--- src/rtl/rs422_frame_packer_pkg.sv ---
// Shared types and constants for the RS-422 frame packer: FSM states, header bytes
// and frame-length helper.
package rs422_pkg;

   typedef enum logic [1:0] {
      IDLE     = 2'd0,
      EMIT     = 2'd1,
      WAIT_ACK = 2'd2,
      GAP      = 2'd3
   } state_e;

   localparam logic [7:0] HDR0_DEFAULT = 8'hEB;
   localparam logic [7:0] HDR1_DEFAULT = 8'h90;

   // Byte index register width; covers frames up to 255 bytes.
   localparam int IDX_W = 8;

   // Header (2) + sequence (1) + payload (2 per word) + checksum (1).
   function automatic int frame_bytes(input int words);
      return 2 * words + 4;
   endfunction

endpackage

--- src/rtl/rs422_sample_fifo.sv ---
// Synchronous sample FIFO with first-word-visible read: the head word is always
// presented on rd_data so the packer can load it on the same edge it pops.
module rs422_sample_fifo
   import rs422_pkg::*;
#(
   parameter int DEPTH = 8,
   parameter int WIDTH = 16,
   localparam int PTR_W = $clog2(DEPTH),
   localparam int CNT_W = PTR_W + 1
) (
   input  logic             clk_sample,
   input  logic             rst,
   input  logic             push,
   input  logic             pop,
   input  logic [WIDTH-1:0] wr_data,
   output logic [WIDTH-1:0] rd_data,
   output logic [CNT_W-1:0] count,
   output logic             full,
   output logic             empty
);

   logic [WIDTH-1:0] mem [DEPTH];
   logic [PTR_W-1:0] wr_ptr_q, wr_ptr_d;
   logic [PTR_W-1:0] rd_ptr_q, rd_ptr_d;
   logic [CNT_W-1:0] count_q, count_d;
   logic             do_push;
   logic             do_pop;

   assign full    = (count_q == CNT_W'(DEPTH));
   assign empty   = (count_q == '0);
   assign do_pop  = pop && !empty;
   // A pop in the same cycle frees the slot, so a full FIFO still accepts the push.
   assign do_push = push && (!full || do_pop);

   always_comb begin
      wr_ptr_d = wr_ptr_q;
      rd_ptr_d = rd_ptr_q;
      count_d  = count_q;
      if (do_push) wr_ptr_d = wr_ptr_q + PTR_W'(1);
      if (do_pop)  rd_ptr_d = rd_ptr_q + PTR_W'(1);
      case ({do_push, do_pop})
         2'b10:   count_d = count_q + CNT_W'(1);
         2'b01:   count_d = count_q - CNT_W'(1);
         default: count_d = count_q;
      endcase
   end

   always_ff @(posedge clk_sample) begin
      if (rst) begin
         wr_ptr_q <= '0;
         rd_ptr_q <= '0;
         count_q  <= '0;
      end else begin
         wr_ptr_q <= wr_ptr_d;
         rd_ptr_q <= rd_ptr_d;
         count_q  <= count_d;
      end
   end

   always_ff @(posedge clk_sample) begin
      if (do_push) mem[wr_ptr_q] <= wr_data;
   end

   assign rd_data = mem[rd_ptr_q];
   assign count   = count_q;

endmodule

--- src/rtl/rs422_frame_packer.sv ---
// Packs buffered 16-bit samples into header/seq/payload/checksum byte frames and
// hands them one byte at a time to the UART send stage with a strobe/ack handshake.
module rs422_frame_packer
   import rs422_pkg::*;
#(
   parameter int         WORDS       = 4,
   parameter int         FIFO_DEPTH  = 8,
   parameter int         DR_WIDTH    = 15,
   parameter int         ACK_TIMEOUT = 1023,
   parameter logic [7:0] HDR0        = HDR0_DEFAULT,
   parameter logic [7:0] HDR1        = HDR1_DEFAULT
) (
   input  logic        clk_sample,
   input  logic        rst,
   input  logic        sample_valid,
   input  logic [15:0] sample_data,
   input  logic        tx_ack,
   output logic        data_ready,
   output logic [7:0]  tx_byte,
   output logic        frame_busy,
   output logic        overflow,
   output logic        abort,
   output logic [7:0]  seq
);

   localparam int FB    = frame_bytes(WORDS);
   localparam int CNT_W = $clog2(FIFO_DEPTH) + 1;
   localparam int DR_W  = $clog2(DR_WIDTH + 1);
   localparam int TO_W  = $clog2(ACK_TIMEOUT + 1);

   localparam logic [IDX_W-1:0] IDX_HDR1 = IDX_W'(1);
   localparam logic [IDX_W-1:0] IDX_SEQ  = IDX_W'(2);
   localparam logic [IDX_W-1:0] IDX_LAST = IDX_W'(FB - 1);
   localparam logic [DR_W-1:0]  DR_LAST  = DR_W'(DR_WIDTH - 1);
   localparam logic [TO_W-1:0]  TO_LAST  = TO_W'(ACK_TIMEOUT - 1);
   localparam logic [CNT_W-1:0] WORDS_C  = CNT_W'(WORDS);

   state_e           state_q, state_d;
   logic [IDX_W-1:0] idx_q, idx_d;
   logic [DR_W-1:0]  dr_cnt_q, dr_cnt_d;
   logic [TO_W-1:0]  to_cnt_q, to_cnt_d;
   logic [7:0]       tx_byte_q, tx_byte_d;
   logic             data_ready_q, data_ready_d;
   logic             frame_busy_q, frame_busy_d;
   logic [7:0]       seq_q, seq_d;
   logic [7:0]       csum_q, csum_d;
   logic [7:0]       hold_q, hold_d;
   logic             abort_q, abort_d;
   logic             overflow_q, overflow_d;

   logic             fifo_pop;
   logic [15:0]      fifo_rd_data;
   logic [CNT_W-1:0] fifo_count;
   logic             fifo_full;
   logic             fifo_empty;

   rs422_sample_fifo #(
      .DEPTH (FIFO_DEPTH),
      .WIDTH (16)
   ) u_fifo (
      .clk_sample (clk_sample),
      .rst        (rst),
      .push       (sample_valid),
      .pop        (fifo_pop),
      .wr_data    (sample_data),
      .rd_data    (fifo_rd_data),
      .count      (fifo_count),
      .full       (fifo_full),
      .empty      (fifo_empty)
   );

   always_comb begin
      state_d      = state_q;
      idx_d        = idx_q;
      dr_cnt_d     = dr_cnt_q;
      to_cnt_d     = to_cnt_q;
      tx_byte_d    = tx_byte_q;
      data_ready_d = data_ready_q;
      frame_busy_d = frame_busy_q;
      seq_d        = seq_q;
      csum_d       = csum_q;
      hold_d       = hold_q;
      abort_d      = 1'b0;
      overflow_d   = overflow_q;
      fifo_pop     = 1'b0;

      case (state_q)
         IDLE: begin
            if (fifo_count >= WORDS_C) begin
               state_d      = EMIT;
               frame_busy_d = 1'b1;
               idx_d        = '0;
               tx_byte_d    = HDR0;
               data_ready_d = 1'b1;
               dr_cnt_d     = '0;
               csum_d       = '0;
            end
         end

         EMIT: begin
            // tx_ack is deliberately not looked at while the strobe is up.
            if (dr_cnt_q == DR_LAST) begin
               state_d      = WAIT_ACK;
               data_ready_d = 1'b0;
               to_cnt_d     = '0;
            end else begin
               dr_cnt_d = dr_cnt_q + DR_W'(1);
            end
         end

         WAIT_ACK: begin
            if (tx_ack) begin
               if (idx_q == IDX_LAST) begin
                  state_d      = IDLE;
                  frame_busy_d = 1'b0;
                  seq_d        = seq_q + 8'd1;
               end else begin
                  state_d = GAP;
                  idx_d   = idx_q + IDX_W'(1);
               end
            end else if (to_cnt_q == TO_LAST) begin
               state_d      = IDLE;
               frame_busy_d = 1'b0;
               abort_d      = 1'b1;
            end else begin
               to_cnt_d = to_cnt_q + TO_W'(1);
            end
         end

         GAP: begin
            state_d      = EMIT;
            data_ready_d = 1'b1;
            dr_cnt_d     = '0;
            // Payload MSB bytes sit at odd indices; the checksum index is odd too, so test it first.
            if (idx_q == IDX_HDR1) begin
               tx_byte_d = HDR1;
            end else if (idx_q == IDX_SEQ) begin
               tx_byte_d = seq_q;
               csum_d    = seq_q;
            end else if (idx_q == IDX_LAST) begin
               tx_byte_d = csum_q;
            end else if (idx_q[0]) begin
               fifo_pop  = !fifo_empty;
               tx_byte_d = fifo_rd_data[15:8];
               hold_d    = fifo_rd_data[7:0];
               csum_d    = csum_q + fifo_rd_data[15:8];
            end else begin
               tx_byte_d = hold_q;
               csum_d    = csum_q + hold_q;
            end
         end

         default: state_d = IDLE;
      endcase

      if (sample_valid && fifo_full && !fifo_pop) overflow_d = 1'b1;
   end

   always_ff @(posedge clk_sample) begin
      if (rst) begin
         state_q      <= IDLE;
         idx_q        <= '0;
         dr_cnt_q     <= '0;
         to_cnt_q     <= '0;
         tx_byte_q    <= '0;
         data_ready_q <= 1'b0;
         frame_busy_q <= 1'b0;
         seq_q        <= '0;
         csum_q       <= '0;
         hold_q       <= '0;
         abort_q      <= 1'b0;
         overflow_q   <= 1'b0;
      end else begin
         state_q      <= state_d;
         idx_q        <= idx_d;
         dr_cnt_q     <= dr_cnt_d;
         to_cnt_q     <= to_cnt_d;
         tx_byte_q    <= tx_byte_d;
         data_ready_q <= data_ready_d;
         frame_busy_q <= frame_busy_d;
         seq_q        <= seq_d;
         csum_q       <= csum_d;
         hold_q       <= hold_d;
         abort_q      <= abort_d;
         overflow_q   <= overflow_d;
      end
   end

   assign data_ready = data_ready_q;
   assign tx_byte    = tx_byte_q;
   assign frame_busy = frame_busy_q;
   assign overflow   = overflow_q;
   assign abort      = abort_q;
   assign seq        = seq_q;

endmodule

--- config.mk ---
export PLATFORM = sky130hd
export DESIGN_NAME = rs422_frame_packer
export DESIGN_NICKNAME = d
export VERILOG_FILES = /design/src/rtl/rs422_frame_packer_pkg.sv /design/src/rtl/rs422_sample_fifo.sv /design/src/rtl/rs422_frame_packer.sv
export SDC_FILE = /design/constraint.sdc
export NUM_CORES = 1
export LEC_CHECK = 0
export CAP_MARGIN = 40
export CORE_ASPECT_RATIO = 0.5
export CORE_UTILIZATION = 45
export DETAILED_ROUTE_END_ITERATION = 10
export PLACE_DENSITY = 0.68
export SETUP_SLACK_MARGIN = 0.1
export SLEW_MARGIN = 20
export SYNTH_ARGS = -nofsm -noshare
export SYNTH_HDL_FRONTEND = slang
export SYNTH_SLANG_ARGS = --single-unit
--- constraint.sdc ---
create_clock -name clk_sample -period 5 [get_ports clk_sample]
set_input_delay 1.25 -clock clk_sample [delete_from_list [all_inputs] [get_ports clk_sample]]
set_output_delay 1.25 -clock clk_sample [all_outputs]
set_load 0.02 [all_outputs]
==> results.md <==
* Outcome: complete, no violations
* Routed WL at 17910 microns
* Min-Delay Path Class: reg -> reg
* Int Power at 2.710 mW
* Clk pwr share at about 40%
* CTS sink count at between 200 and 250
* Via density at ~5.5
* Relative slew slack at roughly 50%
* H-tree depth at 1
* Final core occ at between 50% and 60%
* CTS Hold Bufs at 0
* Clock buffer depth at 3
* GPL Wtd Cong at 0.8904
* Post-CTS setup buffer count at 0
* Post-synth EDFFs at approximately 130
* Port bufs at 39
* Number of synthesized register bits at approximately 200
* Netlist cell types at 69
* Largest net degree at the start of global routing at 56
* Post-synth top flop: edfxtp_1
* Crit Path Max Fanout at 24
* Synth top area cells: edfxtp_1 (44%), dfxtp_1 (17%), mux4_2 (8.2%), nor2_1 (4.0%), ha_1 (3.1%)
* Mux cell area share after synthesis at 11.08%
* TritonCTS clock tree: done
* Die W at 199.7 microns
* VDD IR max at 0.1900 mV
* Tightest Pin Transition at about 760 ps
* Final setup fails at 0
* Via count of the first global-routing pass at about 5200
* Crit path kind: reg -> reg
* Synthesized instance count at between 600 and 700
* CP arrival at approximately 3800 ps
* Lkg Pwr at ~3.3 nW
* # nets final at 752
* First-pass GRT wire length at 28600 microns
* Post-synthesis simple-gate area fraction at a little under an eighth
* DRT Pass-1 Iters at 5
* Fin crit period at 3394 ps
* Core box area at 18790 sq um
* Setup crit end kind: flop
* Synth top cells by count: edfxtp_1 (128), nor2_1 (94), dfxtp_1 (73), mux4_2 (32), nand2_1 (27)
* Synth Area in Compound Gates at ~8.3%
* DRC viols at 0
* Register area share after synthesis at about three fifths
* CTS Buf Count at 19
* Skew-Pair Late Insertion Delay at 490 ps
* Post-DP HPWL at between 10000 and 15000 microns
* Achievable frequency at 294.6 MHz
* Pwr Density at roughly 340 nW/um^2
* Final hold violations at 0
* Switching Share at between 20% and 30%
* Area share of fa/ha/maj cells after synthesis at between 3 and 4%
* Fin Clk Skew at ~14 ps
* Via count at 5370
* YS warnings at 0
* Die area at a little over 20000 sq um
* Mapped Avg Cell Area at around 13 sq um
* Worst setup SP type: flop
* Routed len/inst at roughly 18 microns
* Boundary Pins at 40
* Max-Cap Viols at 0
* Share of layout cells above drive strength 1 at between 10% and 20%
* Post-synth top area cell: edfxtp_1
* Largest family of logic cells by synthesized area: simple AND/OR/NAND/NOR gates
* Flop pwr share at 52.9%
* Req. time, crit path at 5370 ps
* Area fraction of the dominant cell type after synthesis at between 40% and 50%
* GRT Total Usage at about a fifth
* FP Rows at 35
* RSZ-0062 raised after global routing: no
* Fin crit share at about two thirds
* Initial antenna violation count at 0
* Slew Limit Fails at 0
* Area grow syn2layout at 14.60%
* Post_cts resized at 0
* Comb pwr share at 7.1%
* Synth Net Count at between 700 and 800
* XOR/XNOR Fraction of Synth Area at under 10%
* Psw at 0.7644 mW
* Async SR Flop Fraction at 0%
* Drt initial violations at between 300 and 400
* Clock root buffer: clkbuf_16
* Initial core utilization at 46.83%
* Total gr overflow at 0
* Synthesized area at about 9000 sq um
* Post-DRT Antenna Nets at 0
* N_diodes at 0
* Setup TNS at 0 ps
* Clock slew at reported path FFs at approximately 60 ps
* Top-count cell post-synth: edfxtp_1
* Die height at ~100 microns
## cell families (layout without fill, tap and decap cells)
kind of cell | Yosys count | after routing
adders and majority gates | 23 | 23
AOI/OAI and AO/OA | 101 | 101
buffers and inverters | 46 | 102
and+or+nand+nor | 209 | 209
DFF | 201 | 201
xor gates and xnor gates | 29 | 29
muxes | 57 | 57
## worst max-delay path: stages (launching register included)
cell and delay (ps):
dfxtp_1 810, inv_1 100, ha_1 260, nor2b_1 180, o211ai_2 320, nand3_1 240
nor3_1 350, xor2_1 110, ha_1 200, nor2b_1 130, a22oi_1 220, mux2_2 350
## metrics by stage
stage,hold slack [ps],setup slack (ps),std cells,instance area (sq um),total power [mW]
3_5_place_dp,465.4,1612,947,9488,2.122
4_1_cts,483.7,1585,981,10080,3.508
5_1_grt,516.3,1223,981,10080,3.604
3_3_place_gp,466.7,1656,947,9488,2.118
6_report,480.9,1606,981,10080,3.475
2_1_floorplan,471.1,933.6,666,8798,2.020
## metal layers
layer | vias up | part of all wire (%) | GRT usage, %
li1 | 2614 | - | -
met1 | 2642 | 47 | 26.17
met2 | 93 | 47 | 30.88
met3 | 21 | 4.3 | 3.279
met4 | 0 | 1.3 | 3.699
met5 | - | 0 | 0
## placed cells by master, fill, tap and decap left out, drive strengths merged, types with 10 or more instances in the layout
cell type	Yosys	routed
a211oi	11	11
a21oi	24	24
buf	15	13
clkbuf	14	28
clkdlybuf4s50	0	38
dfxtp	73	73
edfxtp	128	128
ha	22	22
inv	17	18
mux2i	22	22
mux4	32	32
nand2	28	28
nand3	11	11
nor2	95	95
nor3	20	20
o21ai	18	18
xnor2	10	10
xor2	19	19
## final timing paths
kind / startpoint / slack (ps) / endpoint / depth (start not counted)
setup / recovery: idx_q[0] / 1610 / u_fifo.count[2] / 11
hold / removal: overflow / 480 / overflow / 2
setup reg to reg: idx_q[0] / 1610 / u_fifo.count[2] / 11
hold reg to reg: overflow / 480 / overflow / 2
## flip-flops by register name, indices dropped and copies added (netlist names), 2 cells and up, named ones only
name / cells
hold_q: 8
seq: 8
state_q: 2
u_fifo.wr_ptr_q: 3
tx_byte: 8
idx_q: 8
u_fifo.count: 4
to_cnt_q: 10
csum_q: 8
u_fifo.mem: 128
dr_cnt_q: 4
u_fifo.rd_ptr_q: 3
## power by group through the flow
stage	logic, mW	registers (mW)	clock network (mW)
floorplan	0.135	1.88	0
global placement	0.245	1.87	0
detailed placement	0.247	1.87	0
CTS	0.248	1.84	1.42
global route	0.269	1.84	1.49
finish	0.246	1.84	1.39
## area by class of cell
class	count	area (sq um)
Fill cell	1545	8703
Sequential cell	201	5306
Multi-Input combinational cell	419	3318
Clock buffer	28	539.3
Timing Repair Buffer	51	475.5
Tap cell	259	324.1
Inverter	17	63.81
Clock inverter	6	56.30
Note: power is estimated with default switching activity, not from simulation.
